===== config.mk =====
export PLATFORM = sky130hd
export DESIGN_NAME = uart_tx_engine
export DESIGN_NICKNAME = d
export VERILOG_FILES = /design/src/rtl/uart_tx_engine.sv
export SDC_FILE = /design/constraint.sdc
export NUM_CORES = 1
export LEC_CHECK = 0
export CAP_MARGIN = 25
export CELL_PAD_IN_SITES_DETAIL_PLACEMENT = 0
export CELL_PAD_IN_SITES_GLOBAL_PLACEMENT = 1
export CORE_UTILIZATION = 40
export CTS_CLUSTER_SIZE = 14
export DETAILED_ROUTE_END_ITERATION = 7
export DONT_BUFFER_PORTS = 1
export PLACE_DENSITY = 0.66
export SETUP_SLACK_MARGIN = 0.02
export SLEW_MARGIN = 25
export SYNTH_ARGS = -nofsm -noshare
export SYNTH_HDL_FRONTEND = slang
export SYNTH_SLANG_ARGS = --single-unit

===== constraint.sdc =====
create_clock -name clk -period 4.13 [get_ports clk]
set_input_delay 0.6195 -clock clk [delete_from_list [all_inputs] [get_ports clk]]
set_output_delay 0.6195 -clock clk [all_outputs]
set_load 0.05 [all_outputs]

===== src/rtl/uart_tx_engine.sv =====
// UART transmit engine: latches one byte plus frame config, builds an 11-bit frame
// and shifts it out LSB-first on tx at the selected baud rate.
module uart_tx_engine #(
   parameter int unsigned CLK_HZ = 100_000_000,
   parameter int          CNT_W  = 19
) (
   input  logic       clk,
   input  logic       reset,
   input  logic       load,
   input  logic [7:0] data_in,
   input  logic [3:0] baud_sel,
   input  logic       eight,
   input  logic       pen,
   input  logic       ohel,
   output logic       tx,
   output logic       tx_rdy
);

   logic [7:0]       data_q, data_d;
   logic             eight_q, eight_d;
   logic             pen_q, pen_d;
   logic             ohel_q, ohel_d;
   logic [3:0]       sel_q, sel_d;
   logic             doit_q, doit_d;
   logic             ld_q, ld_d;
   logic [10:0]      shift_q, shift_d;
   logic [CNT_W-1:0] bt_cnt_q, bt_cnt_d;
   logic [3:0]       bit_cnt_q, bit_cnt_d;

   logic             accept;
   logic             btu;
   logic             done;
   logic             par;
   logic [CNT_W-1:0] k;

   function automatic logic [CNT_W-1:0] div_round(input int unsigned baud);
      return CNT_W'((CLK_HZ + baud / 2) / baud);
   endfunction

   // Codes 13..15 fall back to the fastest rate.
   function automatic logic [CNT_W-1:0] bit_time(input logic [3:0] sel);
      case (sel)
         4'd0:    return div_round(300);
         4'd1:    return div_round(600);
         4'd2:    return div_round(1200);
         4'd3:    return div_round(2400);
         4'd4:    return div_round(4800);
         4'd5:    return div_round(9600);
         4'd6:    return div_round(19200);
         4'd7:    return div_round(38400);
         4'd8:    return div_round(57600);
         4'd9:    return div_round(115200);
         4'd10:   return div_round(230400);
         4'd11:   return div_round(460800);
         default: return div_round(921600);
      endcase
   endfunction

   // NOTE: every signal written here gets its default first, so no path can infer a latch.
   always_comb begin
      data_d    = data_q;
      eight_d   = eight_q;
      pen_d     = pen_q;
      ohel_d    = ohel_q;
      sel_d     = sel_q;
      doit_d    = doit_q;
      ld_d      = 1'b0;
      shift_d   = shift_q;
      bt_cnt_d  = bt_cnt_q;
      bit_cnt_d = bit_cnt_q;

      accept = load & ~doit_q;
      k      = bit_time(sel_q);
      btu    = doit_q & ~ld_q & (bt_cnt_q == k - CNT_W'(1));
      done   = (bit_cnt_q == 4'd11);
      par    = (eight_q ? ^data_q : ^data_q[6:0]) ^ ohel_q;

      if (accept) begin
         data_d  = data_in;
         eight_d = eight;
         pen_d   = pen;
         ohel_d  = ohel;
         sel_d   = baud_sel;
         doit_d  = 1'b1;
         ld_d    = 1'b1;
      end

      // Frame is assembled one cycle after the load, from the latched config.
      if (ld_q) begin
         case ({eight_q, pen_q})
            2'b11:   shift_d = {1'b1, par, data_q, 1'b0};
            2'b10:   shift_d = {1'b1, 1'b1, data_q, 1'b0};
            2'b01:   shift_d = {1'b1, 1'b1, par, data_q[6:0], 1'b0};
            default: shift_d = {1'b1, 1'b1, 1'b1, data_q[6:0], 1'b0};
         endcase
      end

      if (done) begin
         doit_d    = 1'b0;
         bt_cnt_d  = '0;
         bit_cnt_d = '0;
      end else if (doit_q && !ld_q) begin
         if (btu) begin
            bt_cnt_d  = '0;
            shift_d   = {1'b1, shift_q[10:1]};
            bit_cnt_d = bit_cnt_q + 4'd1;
         end else begin
            bt_cnt_d  = bt_cnt_q + CNT_W'(1);
         end
      end
   end

   // NOTE: state uses non-blocking assignments so every flop samples pre-edge values.
   always_ff @(posedge clk or posedge reset) begin
      if (reset) begin
         data_q    <= '0;
         eight_q   <= 1'b0;
         pen_q     <= 1'b0;
         ohel_q    <= 1'b0;
         sel_q     <= '0;
         doit_q    <= 1'b0;
         ld_q      <= 1'b0;
         shift_q   <= 11'h7FF;
         bt_cnt_q  <= '0;
         bit_cnt_q <= '0;
      end else begin
         data_q    <= data_d;
         eight_q   <= eight_d;
         pen_q     <= pen_d;
         ohel_q    <= ohel_d;
         sel_q     <= sel_d;
         doit_q    <= doit_d;
         ld_q      <= ld_d;
         shift_q   <= shift_d;
         bt_cnt_q  <= bt_cnt_d;
         bit_cnt_q <= bit_cnt_d;
      end
   end

   // tx comes straight from a flop, so reset drives the line high without waiting for clk.
   assign tx     = shift_q[0];
   assign tx_rdy = ~doit_q;

endmodule


# Yosys cells after proc, flatten, opt, wreduce, memory -nomap -nowiden
# Memories as Yosys holds them, arrays and structs flattened.
# Cells that the tools add are included.
# word_totals
n_memories	1
rom_bits	304
inputBits	18
register_bits	51
out_inout_bits	2
# memory_table
memory	depth	word_bits	read_ports	rd_ports_with_merged_regs	wr	line	rtl
(name not given)	16	19	1	0	0	42	case (sel)
# classes
n_mux	15
n_reduce_logical	8
addsub	3
bitwise	6
eq_ne	5
# op_table
operator	count
$mux W19	3
$mux W11	4
$pmux W10 S3	1
$add A19 B1 Y19 const B	1
$eq A19 B19 Y1	1
$sub A19 B1 Y19 const B	1
$mux W4	3
$reduce_xor A8 Y1	1
$reduce_xor A7 Y1	1
$reduce_bool A2 Y1	3
$add A4 B1 Y4 const B	1
$eq A2 B2 Y1 const B	2
$eq A4 B4 Y1 const B	1
$mux W1	4
$and A1 B1 Y1	3
$eq A2 B1 Y1 const B	1
$not A1 Y1	2
$reduce_and A2 Y1	1
$logic_and A1 B1 Y1	1
$logic_not A1 Y1	1
$xor A1 B1 Y1	1

# Depth between registers and ports, before layout
# logic_depth
ltp_word	8
depth_mapped	17

# Least setup slack after synthesis
# OpenSTA, ideal clock, no wires.
# synth_path
path_kind	reg2reg
start	register sel_q[0]
end	register shift_q[2]
period_less_slack_ns	3.744
setup_slack_ns	0.386
n_path_buf	2
path_stages_with_launch	17
t_arrival_ns	3.661
cell_sequence	dfrtp_1 -> clkbuf_1 -> inv_1 -> ha_1 -> nand2_1 -> nand2_1 -> nand2_1 -> ha_1 -> nor4bb_1 -> o32ai_1 -> a2111oi_4 -> mux2i_1 -> a211oi_2 -> a2111oi_4 -> nand2b_2 -> buf_6 -> mux2_4
# synth_via
elab_chain_cells	7
# synth_rtl
item	line	rtl
from (decl)	23	logic [3:0] sel_q, sel_d;
from (signal assigned)	131	sel_q <= sel_d;
$mem_v2 Z16 W19	-	
$sub A19 B1 Y19	74	btu = doit_q & ~ld_q & (bt_cnt_q == k - CNT_W'(1));
$eq A19 B19 Y1	74	
$and A1 B1 Y1	74	
$mux W11	103	if (btu) begin
$mux W11	102	end else if (doit_q && !ld_q) begin
$mux W11	98	if (done) begin
net shift_d[2]	26	logic [10:0] shift_q, shift_d;
to (signal assigned)	134	shift_q <= shift_d;
to (decl)	26	
# The timed path passes the listed nets, and every way through them passes these cells.
# A chain may end at the register's enable or synchronous reset.

# Final worst setup path
# layout_path
start	register sel_q[0]
end	register bit_cnt_q[1]
# layout_via
elab_chain_cells	6
# layout_rtl
item	line	rtl
$mem_v2 Z16 W19	-	
$sub A19 B1 Y19	74	
$eq A19 B19 Y1	74	
$and A1 B1 Y1	74	
$reduce_bool A2 Y1 (no source line)	-	
$reduce_and A2 Y1 (no source line)	-	
to (signal assigned)	136	bit_cnt_q <= bit_cnt_d;
to (decl)	28	logic [3:0] bit_cnt_q, bit_cnt_d;
# No other way between the ends.

==> out/qor.txt <==
Final #Nets: 392
Outcome: complete, no violations
Maxcap violations: 0
Crit end category: flop
Cell Chain, Critical Path: inv_1, ha_2, nand2_1, nand2_1, nand2_1, ha_1, buf_4, nor2b_1, o32ai_1, a2111oi_4, nor4_1, a211oi_2, a2111oi_4, buf_4, or2_1, mux2_2
Register area share after synthesis: 36.7%
Buf+Inv Stages, Crit Path: 3
Cell area after placement: 3620 sq um
Finished Cell Area: 3720 sq um
Family with the most delay on the worst path: compound AO/OA/AOI/OAI gates
Asr flop ratio synth: 100%
RR Startpoint: sel_q[0]
Critical Path Start Type: flop
Fin. Hold Viols: 0
Cells on worst reg2reg path: 16
Syn_area_per_cell: 9.76 sq um
Syn Std Cell Area: 3510 sq um
Critical Path Max Stage Delay: 0.47 ns
Met2 GRT Util: 30.7%
Setup_tns: 0 ns
Synthesized flop and latch total: 51
Crit path arrival time: 4.02 ns
Synth Net Count: 392
Worst endpoint required time: 4.33 ns
GP Congestion: 0.911
Starting density of the core: 42.1%
Vias: 2513
Cell Rows: 33
Initial detailed-routing violation count: 82
Slowest cell on crit path: dfrtp_2
Slew Limit Fails: 0
Largest net degree at the start of global routing: 52
PD cells: 415 nW/um^2
Port bufs: 0
Worst r2r dst: bit_cnt_q[1]
Most frequent CP cell: nand2_1
CTS H-Tree Depth: 2
Slew @ Worst Pin: 0.716 ns
Layout cells sized above 1: 20.8%
Num CTS Buffers: 5
Antenna Violating Nets Remaining: 0
CP Max Fanout: 8
DRC: 0
Synth-to-layout area growth: 5.99%
Fmax: 0.262 GHz
Clock slew at reported path FFs: 0.11 ns
Minimum clock period: 3.81 ns
GR Util met3: 3.16%
Pwr Total: 1.55 mW
Die area: 9160 sq um
Post-synth top flop: dfrtp_1
First-pass GRT wire length: 12.5 mm
Netlist cell types: 62
Dominant cells by area after synthesis: dfrtp_1 29%, dfstp_2 8.2%, xnor2_1 6.7%, mux2_2 6.1%, ha_1 5.0%
Ys Warns: 0
Peak supply drop: 0.000189 V
GRT Total Usage: 18.0%
Setup bufs post-CTS: 0
# setup viols final: 0
Busiest grt layer: met2
Max Clock Skew: 0.0168 ns
Vias in the first global route: 2458
Grt total ovfl: 0
Ports: 20
Post-CTS Hold Fix Bufs: 0
DPL Wire Length: 5.54 mm
Vias/cell: 5.39
RSZ-0062 raised after global routing: false
Static Leak: 1.57 nW
Dominant cell type by area after synthesis: dfrtp_1
Most numerous cell in the Yosys netlist: nor2_1
Post-synth EDFFs: 0
CTS tree: yes
Top-area cell type share of the netlist area: 28.5%
Core area: 8340 sq um
Antenna diodes: 0
Relative slew margins: 51.9%
TritonRoute pass-1 iters: 4
Tcrit/Tclk final: 92.4%
Die Y-Extent: 95.7 um
Skew-Pair Late Insertion Delay: 0.32 ns
Clock sinks: 51
Routed WL: 7.39 mm
Initial antenna violation count: 0
CTS root buffer: clkbuf_8
Post-synth top cells: 41 x nor2_1, 40 x dfrtp_1, 27 x xnor2_1, 24 x nand2_1, 19 x mux2_2
CTS resizes: 0
Min-delay worst type: input port to async pin
Post-DR wirelength/cell: 15.8 um
FF-to-FF setup slack: 0.32 ns
Crit path kind: flop to flop
CTS max path bufs: 2
DIE WIDTH: 95.7 um
Mapped Cells: 360
Met1 Use GR: 23.3%
[metrics by stage]
step	worst slack, ns	hold slack, ns	instances	util (%)
after floorplan	0.386	0.477	360	-
after global placement	0.261	0.489	458	43.4
after detailed placement	0.197	0.493	458	43.4
after CTS	0.169	0.376	466	44.6
after global routing	0.0450	0.411	466	44.6
final	0.316	0.354	466	44.6
[worst max-delay path by stage]
| stage | cells past startpoint | startpoint | to |
|---|---|---|---|
| final | 16 | sel_q[0] | bit_cnt_q[1] |
| after global placement | 12 | sel_q[1] | bit_cnt_q[1] |
| after floorplan | 16 | sel_q[0] | shift_q[2] |
| after CTS | 13 | sel_q[1] | bit_cnt_q[1] |
| after global routing | 16 | sel_q[0] | bit_cnt_q[1] |
| after detailed placement | 13 | sel_q[1] | bit_cnt_q[1] |
[kinds of logic after synthesis]
kind of cell / synth area share, %
buffers and inverters: 4.63
DFF: 36.7
xor gates and xnor gates: 10.2
muxes: 11.5
and+or+nand+nor: 18.6
AOI/OAI and AO/OA: 13.3
adders and majority gates: 4.99
[layout make-up]
| class | count | area, sq um |
|---|---|---|
| Multi-Input combinational cell | 276 | 2060 |
| Clock inverter | 3 | 28.8 |
| Fill cell | 825 | 4620 |
| Sequential cell | 51 | 1290 |
| Inverter | 15 | 56.3 |
| Clock buffer | 5 | 68.8 |
| Timing Repair Buffer | 11 | 82.6 |
| Tap cell | 105 | 131 |
[placed cells by master, fill, tap and decap left out, drive strengths merged, types with 4 or more instances in the layout]
cell    instances
nand2          24
and3            5
nor2           41
buf            11
a21oi          11
ha             14
dfrtp          40
nand3          12
xnor2          27
mux2           27
dfstp          11
or2             5
xor2           14
nand2b          7
mux2i           7
clkbuf          5
nor2b           8
o21ai          14
a211oi          4
inv            18
[metal layers]
| layer | vias up | wire [um] |
|---|---|---|
| met2 | 39 | 3590 |
| met5 | - | 0 |
| met4 | 0 | 121 |
| met3 | 9 | 199 |
| met1 | 1208 | 3480 |
| li1 | 1257 | - |
[state kept, by name, summed over array words and instances, names as in the netlist]
name / cells
data_q: 8
ld_q: 1
eight_q: 1
sel_q: 4
shift_q: 11
pen_q: 1
bt_cnt_q: 19
ohel_q: 1
doit_q: 1
bit_cnt_q: 4
[where the power goes]
part / switching, mW / internal [mW]
registers: 0.103 / 0.582
logic: 0.284 / 0.257
clock network: 0.191 / 0.128
No activity file was read; power rests on OpenSTA's default activity.
